===== src/rtl/rcg_pkg.sv =====
// Shared definitions for the divider-update sequencer: FSM state encoding,
// the ratio value every divider powers up with, and the index width helper.
package rcg_pkg;

   typedef enum logic [2:0] {
      ST_IDLE     = 3'd0,
      ST_LOAD     = 3'd1,
      ST_WAIT_ACK = 3'd2,
      ST_RELEASE  = 3'd3,
      ST_DONE     = 3'd4,
      ST_ERR      = 3'd5
   } upd_state_t;

   // Divide-by-one is the safe ratio that every divider starts from.
   localparam int unsigned DEF_RATIO = 1;

   // Width of an index selecting one of n entries (at least one bit).
   function automatic int unsigned idx_w(input int unsigned n);
      return (n > 1) ? $clog2(n) : 1;
   endfunction

endpackage


===== src/rtl/rcg_tmo_cntr.sv =====
// Handshake timeout counter. Clear has priority over enable. The counter
// saturates at all-ones. 'expired' flags the cycle whose increment makes the
// count reach all-ones, so the owner can leave on that very edge.
module rcg_tmo_cntr #(
   parameter int TMO_WIDTH = 12
) (
   input  logic clk_in,
   input  logic grst,
   input  logic clr,
   input  logic en,
   output logic expired
);

   localparam logic [TMO_WIDTH-1:0] TMO_MAX  = {TMO_WIDTH{1'b1}};
   localparam logic [TMO_WIDTH-1:0] TMO_LAST = {{(TMO_WIDTH-1){1'b1}}, 1'b0};

   logic [TMO_WIDTH-1:0] cnt;

   assign expired = en && !clr && (cnt == TMO_LAST);

   // Count cycles spent waiting on the dividers; restart on every new wait.
   always_ff @(posedge clk_in or posedge grst) begin
      if (grst) begin
         cnt <= '0;
      end else if (clr) begin
         cnt <= '0;
      end else if (en && (cnt != TMO_MAX)) begin
         cnt <= cnt + 1'b1;
      end
   end

endmodule


===== src/rtl/rcg_div_upd_seq.sv =====
// Divider ratio update sequencer. Software stages new ratios in shadow
// registers, then a single request applies the selected ones together and
// runs a go/ack handshake with each selected divider. A zero ratio, or a
// divider that never completes the handshake, ends the update in error.
module rcg_div_upd_seq
   import rcg_pkg::*;
#(
   parameter int DIV_NUM   = 4,
   parameter int DIV_WIDTH = 16,
   parameter int TMO_WIDTH = 12
) (
   input  logic                           clk_in,
   input  logic                           grst,
   input  logic                           cfg_wr_en,
   input  logic [idx_w(DIV_NUM)-1:0]      cfg_wr_idx,
   input  logic [DIV_WIDTH-1:0]           cfg_wr_data,
   input  logic [DIV_NUM-1:0]             upd_sel,
   input  logic                           upd_req,
   output logic [DIV_NUM*DIV_WIDTH-1:0]   div_ratio,
   output logic [DIV_NUM-1:0]             divider_go,
   input  logic [DIV_NUM-1:0]             divider_go_ack,
   output logic                           upd_busy,
   output logic                           upd_done,
   output logic                           upd_err,
   output logic                           wr_err
);

   localparam int IDX_W = idx_w(DIV_NUM);
   localparam logic [DIV_WIDTH-1:0] RATIO_RST = DIV_WIDTH'(DEF_RATIO);

   upd_state_t           state;
   logic [DIV_NUM-1:0]   sel_r;
   logic [DIV_WIDTH-1:0] shadow [DIV_NUM];

   logic illegal_req;
   logic ack_all;
   logic ack_none;
   logic tmo_clr;
   logic tmo_en;
   logic tmo_expired;

   // Acks are only meaningful on the dividers taking part in this update.
   assign ack_all  = ((divider_go_ack & sel_r) == sel_r);
   assign ack_none = ((divider_go_ack & sel_r) == '0);

   // Timer restarts whenever a new wait phase begins and runs while waiting.
   assign tmo_clr = (state == ST_LOAD) || ((state == ST_WAIT_ACK) && ack_all);
   assign tmo_en  = (state == ST_WAIT_ACK) || (state == ST_RELEASE);

   rcg_tmo_cntr #(
      .TMO_WIDTH (TMO_WIDTH)
   ) u_tmo_cntr (
      .clk_in  (clk_in),
      .grst    (grst),
      .clr     (tmo_clr),
      .en      (tmo_en),
      .expired (tmo_expired)
   );

   // Reject a request selecting a zero ratio; a same-cycle write is bypassed.
   always_comb begin
      illegal_req = 1'b0;
      for (int i = 0; i < DIV_NUM; i++) begin
         if (upd_sel[i]) begin
            if (((cfg_wr_en && (cfg_wr_idx == IDX_W'(i))) ? cfg_wr_data : shadow[i]) == '0) begin
               illegal_req = 1'b1;
            end
         end
      end
   end

   // Shadow ratio staging, accepted only while no update is in flight.
   always_ff @(posedge clk_in or posedge grst) begin
      if (grst) begin
         for (int i = 0; i < DIV_NUM; i++) begin
            shadow[i] <= RATIO_RST;
         end
      end else if (cfg_wr_en && (state == ST_IDLE)) begin
         for (int i = 0; i < DIV_NUM; i++) begin
            if (cfg_wr_idx == IDX_W'(i)) begin
               shadow[i] <= cfg_wr_data;
            end
         end
      end
   end

   // Update sequencer with registered go, ratio, and status outputs.
   always_ff @(posedge clk_in or posedge grst) begin
      if (grst) begin
         state      <= ST_IDLE;
         sel_r      <= '0;
         divider_go <= '0;
         upd_busy   <= 1'b0;
         upd_done   <= 1'b0;
         upd_err    <= 1'b0;
         wr_err     <= 1'b0;
         for (int i = 0; i < DIV_NUM; i++) begin
            div_ratio[i*DIV_WIDTH +: DIV_WIDTH] <= RATIO_RST;
         end
      end else begin
         upd_done <= 1'b0;
         if (cfg_wr_en && (state != ST_IDLE)) begin
            wr_err <= 1'b1;
         end
         case (state)
            ST_IDLE: begin
               if (upd_req) begin
                  sel_r    <= upd_sel;
                  wr_err   <= 1'b0;
                  upd_busy <= 1'b1;
                  upd_err  <= illegal_req;
                  if (illegal_req) begin
                     upd_done <= 1'b1;
                     state    <= ST_ERR;
                  end else begin
                     state    <= ST_LOAD;
                  end
               end
            end
            ST_LOAD: begin
               for (int i = 0; i < DIV_NUM; i++) begin
                  if (sel_r[i]) begin
                     div_ratio[i*DIV_WIDTH +: DIV_WIDTH] <= shadow[i];
                  end
               end
               if (sel_r == '0) begin
                  upd_done <= 1'b1;
                  state    <= ST_DONE;
               end else begin
                  divider_go <= sel_r;
                  state      <= ST_WAIT_ACK;
               end
            end
            ST_WAIT_ACK: begin
               if (ack_all) begin
                  divider_go <= '0;
                  state      <= ST_RELEASE;
               end else if (tmo_expired) begin
                  divider_go <= '0;
                  upd_err    <= 1'b1;
                  upd_done   <= 1'b1;
                  state      <= ST_ERR;
               end
            end
            ST_RELEASE: begin
               if (ack_none) begin
                  upd_done <= 1'b1;
                  state    <= ST_DONE;
               end else if (tmo_expired) begin
                  upd_err  <= 1'b1;
                  upd_done <= 1'b1;
                  state    <= ST_ERR;
               end
            end
            ST_DONE: begin
               upd_busy <= 1'b0;
               state    <= ST_IDLE;
            end
            ST_ERR: begin
               upd_busy <= 1'b0;
               state    <= ST_IDLE;
            end
            default: begin
               divider_go <= '0;
               upd_busy   <= 1'b0;
               state      <= ST_IDLE;
            end
         endcase
      end
   end

endmodule


===== config.mk =====
export PLATFORM = sky130hd
export DESIGN_NAME = rcg_div_upd_seq
export DESIGN_NICKNAME = d
export VERILOG_FILES = /design/src/rtl/rcg_pkg.sv /design/src/rtl/rcg_tmo_cntr.sv /design/src/rtl/rcg_div_upd_seq.sv
export SDC_FILE = /design/constraint.sdc
export NUM_CORES = 1
export LEC_CHECK = 0
export CAP_MARGIN = 20
export CORE_MARGIN = 4
export CORE_UTILIZATION = 30
export DETAILED_ROUTE_END_ITERATION = 12
export PLACE_DENSITY = 0.5
export SLEW_MARGIN = 25
export SYNTH_ARGS = -nofsm -noshare
export SYNTH_HDL_FRONTEND = slang
export SYNTH_HIERARCHICAL = 1
export SYNTH_SLANG_ARGS = --single-unit

===== constraint.sdc =====
create_clock -name clk_in -period 5.2 [get_ports clk_in]
set_input_delay 0.52 -clock clk_in [delete_from_list [all_inputs] [get_ports clk_in]]
set_output_delay 0.52 -clock clk_in [all_outputs]
set_load 0.005 [all_outputs]

==> flow_metrics.tcl, run 1 <==
set metrics [dict create \
    overflow 0 \
    placed_area_mm2 0.007931 \
    cts_buffers 17 \
    final_core_util_pct 38.92 \
    viasPerCell 4.875 \
    critPathCapture "upd_err$_DFFE_PP0P_" \
    worstMarginPinSlew_ns 0.9926 \
    synth_seq_area_share_pct 57.82 \
    hold_buffers 0 \
    synth_area_leader_cell "dfrtp_1" \
    relSlewSlack_pct 33.61 \
    die_w_um 157.7 \
    cts_tree "yes" \
    wire_per_inst_um 19.50 \
    clock_path_buffers 2 \
    timing.rr.end "upd_err$_DFFE_PP0P_" \
    routabilityCongestion 0.7653 \
    first_pass_iters 4 \
    clk_latency_ns 0.42 \
    synthMuxAreaShare_pct 24.71 \
    grt_max_degree 104 \
    setup_tns_ns 0 \
    final.min_clock_period_ns 2.732 \
    synth_top_family_by_area "multiplexers" \
    maxCapViolCount 0 \
    drc 0 \
    fin_area_mm2 0.008547 \
    finalClockSkew_ns 0.01159 \
    synth-edff-count 0 \
    clk_transition_reported_paths_ns 0.06 \
    cp_data_required_time_ns 5.54 \
    dp_hpwl_mm 12.19 \
    worstPathMaxFanout 10 \
    p_leak_nw 3.585 \
    placedCellCount 823 \
    avgSynthCellArea_um2 14.68 \
    vias 4168 \
    die_area_mm2 0.02488 \
    fillers 2067 \
    post_cts_buffers 0 \
    portBuffers 101 \
    antenna_found_initial 0 \
    synth.area.top_cells "dfrtp_1, mux2_2, mux2_4, dfstp_2, buf_6" \
    min_path_type "reg2reg" \
    area_growth_syn_to_layout_pct 27.09 \
    final-instance-count-excl-fill 855 \
    n_antenna_cell 0 \
    cts_resized 0 \
    grt_use_total_pct 14.03 \
    hold_viol 0 \
    endpoint_kind "flip-flop" \
    nets 594 \
    ys.flop_type "dfrtp_1" \
    p_total_mw 5.274 \
    netlist_area_mm2 0.006725 \
    synth_cell_types 62 \
    run_status "finished clean" \
    synth_top_area_share_pct 54.70 \
    rsz0062_at_grt "false" \
    timing.final.ws_setup_ns 2.468 \
    finalCritPeriodShare_pct 52.55 \
    r2r_slack_ns 2.47 \
    synth_xor_area_share_pct 0.6512 \
    coreArea_mm2 0.02196 \
    yosysWarnings 6 \
    path_class "reg2reg" \
    dp_slack_ns 2.354 \
    synthSimpleGateAreaFrac_pct 8.781 \
    fmax_mhz 366.0 \
    final_layout_size_suffix_gt1_share_pct 33.22 \
    reg2regPathDepth 8 \
    finalHoldWorstSlack_ns 0.4860 \
    drtIter0Drc 195 \
    synth_compound_area_share_pct 4.633 \
    ys_seq_elements 155 \
    ir_worst_vdd_uv 195.8 \
    setup_viol 0 \
    ant_nets 0 \
    grt_pass1_vias 4503 \
    fp.dieH_um 157.7 \
    start_util_pct 30.63 \
    slew_violations 0 \
    cts.sinks 155 \
    synth_nets 490 \
    cts_root_buffer "clkbuf_16" \
    critical_path.startpoint_type "flip-flop" \
    async_flop_share_pct 100.0 \
    pin_count 102 \
    num_rows 54 \
    power.density_mw_per_mm2 617.1 \
    totalWireLength_mm 16.67 \
    arrival_ns 3.07 \
    htreeDepth 4 \
    cp-startpoint "state[1]$_DFFE_PP0P_" \
    netlist_instances 458 \
    reg2reg_from "state[1]$_DFFE_PP0P_" \
    grt_pass1_wl_mm 26.33 \
    synth-adder-area-share_pct 0.3721 \
]
synth_stat cells, types with 3 or more instances:
cell type and n:
a22oi_1 3, o31ai_1 3, buf_4 4, nor2_1 16, nand3_1 5, dfrtp_1 147, mux2_2 93, nand2b_1 3
or4_1 3, nand2_1 10, inv_1 8, nor4_1 16, nor3_1 5, buf_6 9, o21ai_0 5, a21o_1 4
a21oi_1 9, nor2_4 4, dfstp_2 8, and3_1 5, xor2_1 3, nand4_1 8, nor2b_1 3, mux2_4 37
logic make-up after synthesis:
logic type / Yosys count
DFF: 155
and+or+nand+nor: 93
xor gates and xnor gates: 5
AOI/OAI and AO/OA: 43
adders and majority gates: 2
muxes: 134
buffers and inverters: 26
area by class of cell:
cell class              instances  area [µm²]  share of cell area [%]
repair buffers                102        1018                   11.92
clock buffers                  17       425.4                   4.977
clock inverters                15       186.4                   2.181
inverters                       9       41.29                  0.4831
multi-input cells             277        2636                   30.84
well taps                     280       350.3                   4.099
flip-flops and latches        155        3889                   45.50
routing by layer:
metal / vias to the layer above / routed length, µm / GRT usage, % / share of wire (%)
met3: 9 / 721 / 3.499 / 4.3
met5: - / 0 / 0 / 0
met4: 0 / 167 / 4.179 / 1.0
li1: 1902 / - / - / -
met1: 2165 / 7691 / 19.00 / 46
met2: 92 / 8093 / 22.31 / 49
state kept, by name, summed over array words and instances (netlist names):
name            cells
shadow             64
wr_err              1
u_tmo_cntr/cnt     12
sel_r               4
upd_err             1
upd_done            1
state               3
upd_busy            1
divider_go          4
div_ratio          64
how the worst min path moves through the flow:
stage | from | cells past startpoint | slack (ns) | endpoint
finish | divider_go[1]$_DFFE_PP0P_ | 1 | 0.49 | divider_go[1]$_DFFE_PP0P_
global route | div_ratio[41]$_DFFE_PP0P_ | 1 | 0.51 | div_ratio[41]$_DFFE_PP0P_
CTS | divider_go[1]$_DFFE_PP0P_ | 1 | 0.49 | divider_go[1]$_DFFE_PP0P_
detailed placement | divider_go[1]$_DFFE_PP0P_ | 1 | 0.47 | divider_go[1]$_DFFE_PP0P_
global placement | divider_go[0]$_DFFE_PP0P_ | 1 | 0.47 | divider_go[0]$_DFFE_PP0P_
floorplan | grst | 1 | 0.38 | u_tmo_cntr/cnt[0]$_DFFE_PP0P_
cell usage in the layout (no fill, tap or decap), types with 4 or more instances in the layout:
master	count
dfrtp_1	147
nand2_1	10
nor4_1	16
nand4_1	8
o21ai_0	5
mux2_2	93
nor2_1	16
nor2_4	4
nor3_1	5
clkdlybuf4s50_1	101
inv_1	7
dfstp_2	8
inv_6	6
a21oi_1	9
mux2_4	37
a21o_1	4
nand3_1	5
clkbuf_16	17
worst max-delay path, stage by stage, from the launching register on:
cell	delay [ns]
dfrtp_1	0.61
nor2b_1	0.51
and3_1	0.43
and4b_2	0.34
mux2i_1	0.09
nor2_1	0.13
a31oi_1	0.07
a311oi_1	0.29
a2bb2oi_1	0.19
power breakdown:
part           total, mW  switching, mW  internal (mW)
combinational       1.77          0.631           1.14
clock               1.29          0.520          0.766
sequential          2.22          0.440           1.78
total               5.27           1.59           3.68
Note: power is estimated with default switching activity, not from simulation.
==> run 2, diff against run 1 <==
--- a/config.mk
+++ b/config.mk
@@ -9,7 +9,7 @@
 export CORE_MARGIN = 4
 export CORE_UTILIZATION = 30
 export DETAILED_ROUTE_END_ITERATION = 12
-export PLACE_DENSITY = 0.5
+export PLACE_DENSITY = 0.52
 export SLEW_MARGIN = 25
 export SYNTH_ARGS = -nofsm -noshare
 export SYNTH_HDL_FRONTEND = slang
==> constraint.sdc (replaced) <==
create_clock -name clk_in -period 2.3 [get_ports clk_in]
set_input_delay 0.23 -clock clk_in [delete_from_list [all_inputs] [get_ports clk_in]]
set_output_delay 0.23 -clock clk_in [all_outputs]
set_load 0.005 [all_outputs]
==> run 2 against run 1 <==
Against the previous run:
- final area up 4.3%
- cell count grew 4.9%
- combinational power rose by 140%
- largest power group unchanged
- worst hold slack got worse by 0.35 ns
- sequential cell count unchanged
- register-to-register slack worse by 2.3 ns
- largest cell class unchanged
- clock power increased by 130%
- sequential power rose by 120%
- highest routed layer unchanged
- clock-buffer cell count did not move
- via count rose by 3.4%
- core utilization rose by 1.7 points
==> flow_metrics.tcl, run 2 (synthesized netlist as in run 1, its figures left out) <==
set metrics [dict create \
    clock_path_buffers 2 \
    multi_input_area_mm2 0.002633 \
    final_cell_mix "dfrtp_1, clkdlybuf4s50_1, mux2_2" \
    power.density_mw_per_mm2 1380 \
    finalCritPeriodShare_pct 93.92 \
    nets 636 \
    cts_tree "yes" \
    setup_tns_ns 0 \
    run_status "finished clean" \
    reg_top3 "div_ratio: 64 flops, shadow: 64 flops, u_tmo_cntr/cnt: 12 flops" \
    p_total_mw 12.30 \
    cp-startpoint "state[1]$_DFFE_PP0P_" \
    critical_path.startpoint_type "flip-flop" \
    dp_hpwl_mm 13.04 \
    worstPathMaxFanout 7 \
    slew_violations 0 \
    vias 4308 \
    routabilityCongestion 0.9416 \
    p_leak_nw 3.809 \
    path_class "reg2reg" \
    ant_nets 0 \
    first_pass_iters 5 \
    wire_per_inst_um 19.15 \
    setup_viol 0 \
    arrival_ns 2.50 \
    pin_count 102 \
    viasPerCell 4.803 \
    cts_resized 0 \
    min_path_type "in2async" \
    timing.final.ws_setup_ns 0.1398 \
    dp_slack_ns -0.03740 \
    ff_latch_area_mm2 0.003889 \
    n_antenna_cell 0 \
    fillers 2020 \
    fin_area_mm2 0.008917 \
    r2r_slack_ns 0.14 \
    clk_transition_reported_paths_ns 0.06 \
    relSlewSlack_pct 55.20 \
    reg2regPathDepth 8 \
    placed_area_mm2 0.008280 \
    finalClockSkew_ns 0.006755 \
    overflow 0 \
    drtIter0Drc 183 \
    grt_pass1_wl_mm 26.91 \
    area_growth_syn_to_layout_pct 32.60 \
    start_util_pct 30.63 \
    final.min_clock_period_ns 2.160 \
    final_common_cell "dfrtp_1" \
    coreArea_mm2 0.02196 \
    drc 0 \
    post_cts_buffers 0 \
    cts_root_buffer "clkbuf_16" \
    fmax_mhz 462.9 \
    hold_buffers 0 \
    cts_buffers 17 \
    reg2reg_from "state[1]$_DFFE_PP0P_" \
    antenna_found_initial 0 \
    maxCapViolCount 0 \
    cts.sinks 155 \
    die_w_um 157.7 \
    cp_data_required_time_ns 2.64 \
    grt_pass1_vias 4537 \
    die_area_mm2 0.02488 \
    final_layout_size_suffix_gt1_share_pct 37.28 \
    grt_max_degree 59 \
    fp.dieH_um 157.7 \
    critPathCapture "upd_err$_DFFE_PP0P_" \
    endpoint_kind "flip-flop" \
    num_rows 54 \
    timing.rr.end "upd_err$_DFFE_PP0P_" \
    totalWireLength_mm 17.18 \
    worstMarginPinSlew_ns 0.6659 \
    finalHoldWorstSlack_ns 0.1404 \
    htreeDepth 4 \
    clk_latency_ns 0.42 \
    rsz0062_at_grt "false" \
    portBuffers 101 \
    hold_viol 0 \
    ir_worst_vdd_uv 596.3 \
    grt_use_total_pct 14.27 \
]
run 2: cell types whose count changed in the layout (fill, tap and decap cells not counted):
cell / change
clkinvlp_4: +1
and3_1: +3
buf_12: +3
bufinv_16: +1
and3_2: -3
buf_4: +39
clkinv_2: -1
inv_6: -1
clkinv_4: +1
inv_8: -1
run 2: per-stage QoR:
stage / util (%) / cells
global placement: 37.71 / 865
floorplan: - / 458
CTS: 40.61 / 897
detailed placement: 37.71 / 865
global route: 40.61 / 897
finish: 40.61 / 897
run 2: worst min-delay path by stage:
| stage | slack, ns | to | cells past startpoint | from |
|---|---|---|---|---|
| finish | 0.14 | div_ratio[9]$_DFFE_PP0P_ | 2 | grst |
| global placement | 0.47 | divider_go[1]$_DFFE_PP0P_ | 1 | divider_go[1]$_DFFE_PP0P_ |
| detailed placement | 0.47 | divider_go[1]$_DFFE_PP0P_ | 1 | divider_go[1]$_DFFE_PP0P_ |
| global route | 0.15 | div_ratio[9]$_DFFE_PP0P_ | 2 | grst |
| CTS | 0.13 | div_ratio[9]$_DFFE_PP0P_ | 2 | grst |
| floorplan | 0.09 | u_tmo_cntr/cnt[0]$_DFFE_PP0P_ | 1 | grst |
run 2: layout make-up:
cell class	count	area share (%)
sequential	155	43.61
multi-input combinational	277	29.52
timing repair buffer	144	15.38
clock buffer	17	4.771
tap	280	3.929
clock inverter	15	2.371
inverter	9	0.4209
run 2: worst max-delay path: stages (launching register included):
cell	delay [ns]
dfrtp_1	0.46
nor2b_1	0.39
and3_1	0.24
and4b_2	0.30
mux2i_1	0.10
nor2_1	0.10
a31oi_1	0.05
a311oi_1	0.26
a2bb2oi_1	0.18
run 2: where the power goes:
part / internal (mW) / switching, mW / total (mW)
Sequential: 4.02 / 0.957 / 4.98
Clock: 1.84 / 1.17 / 3.01
Combinational: 2.74 / 1.57 / 4.31
run 2: per-layer routing:
| metal | global-route usage (%) | wire, µm | vias up |
|---|---|---|---|
| met5 | 0 | 0 | - |
| met4 | 4.056 | 206 | 0 |
| met3 | 3.691 | 697 | 9 |
| met2 | 23.27 | 8413 | 98 |
| met1 | 18.85 | 7859 | 2216 |
| li1 | - | - | 1985 |
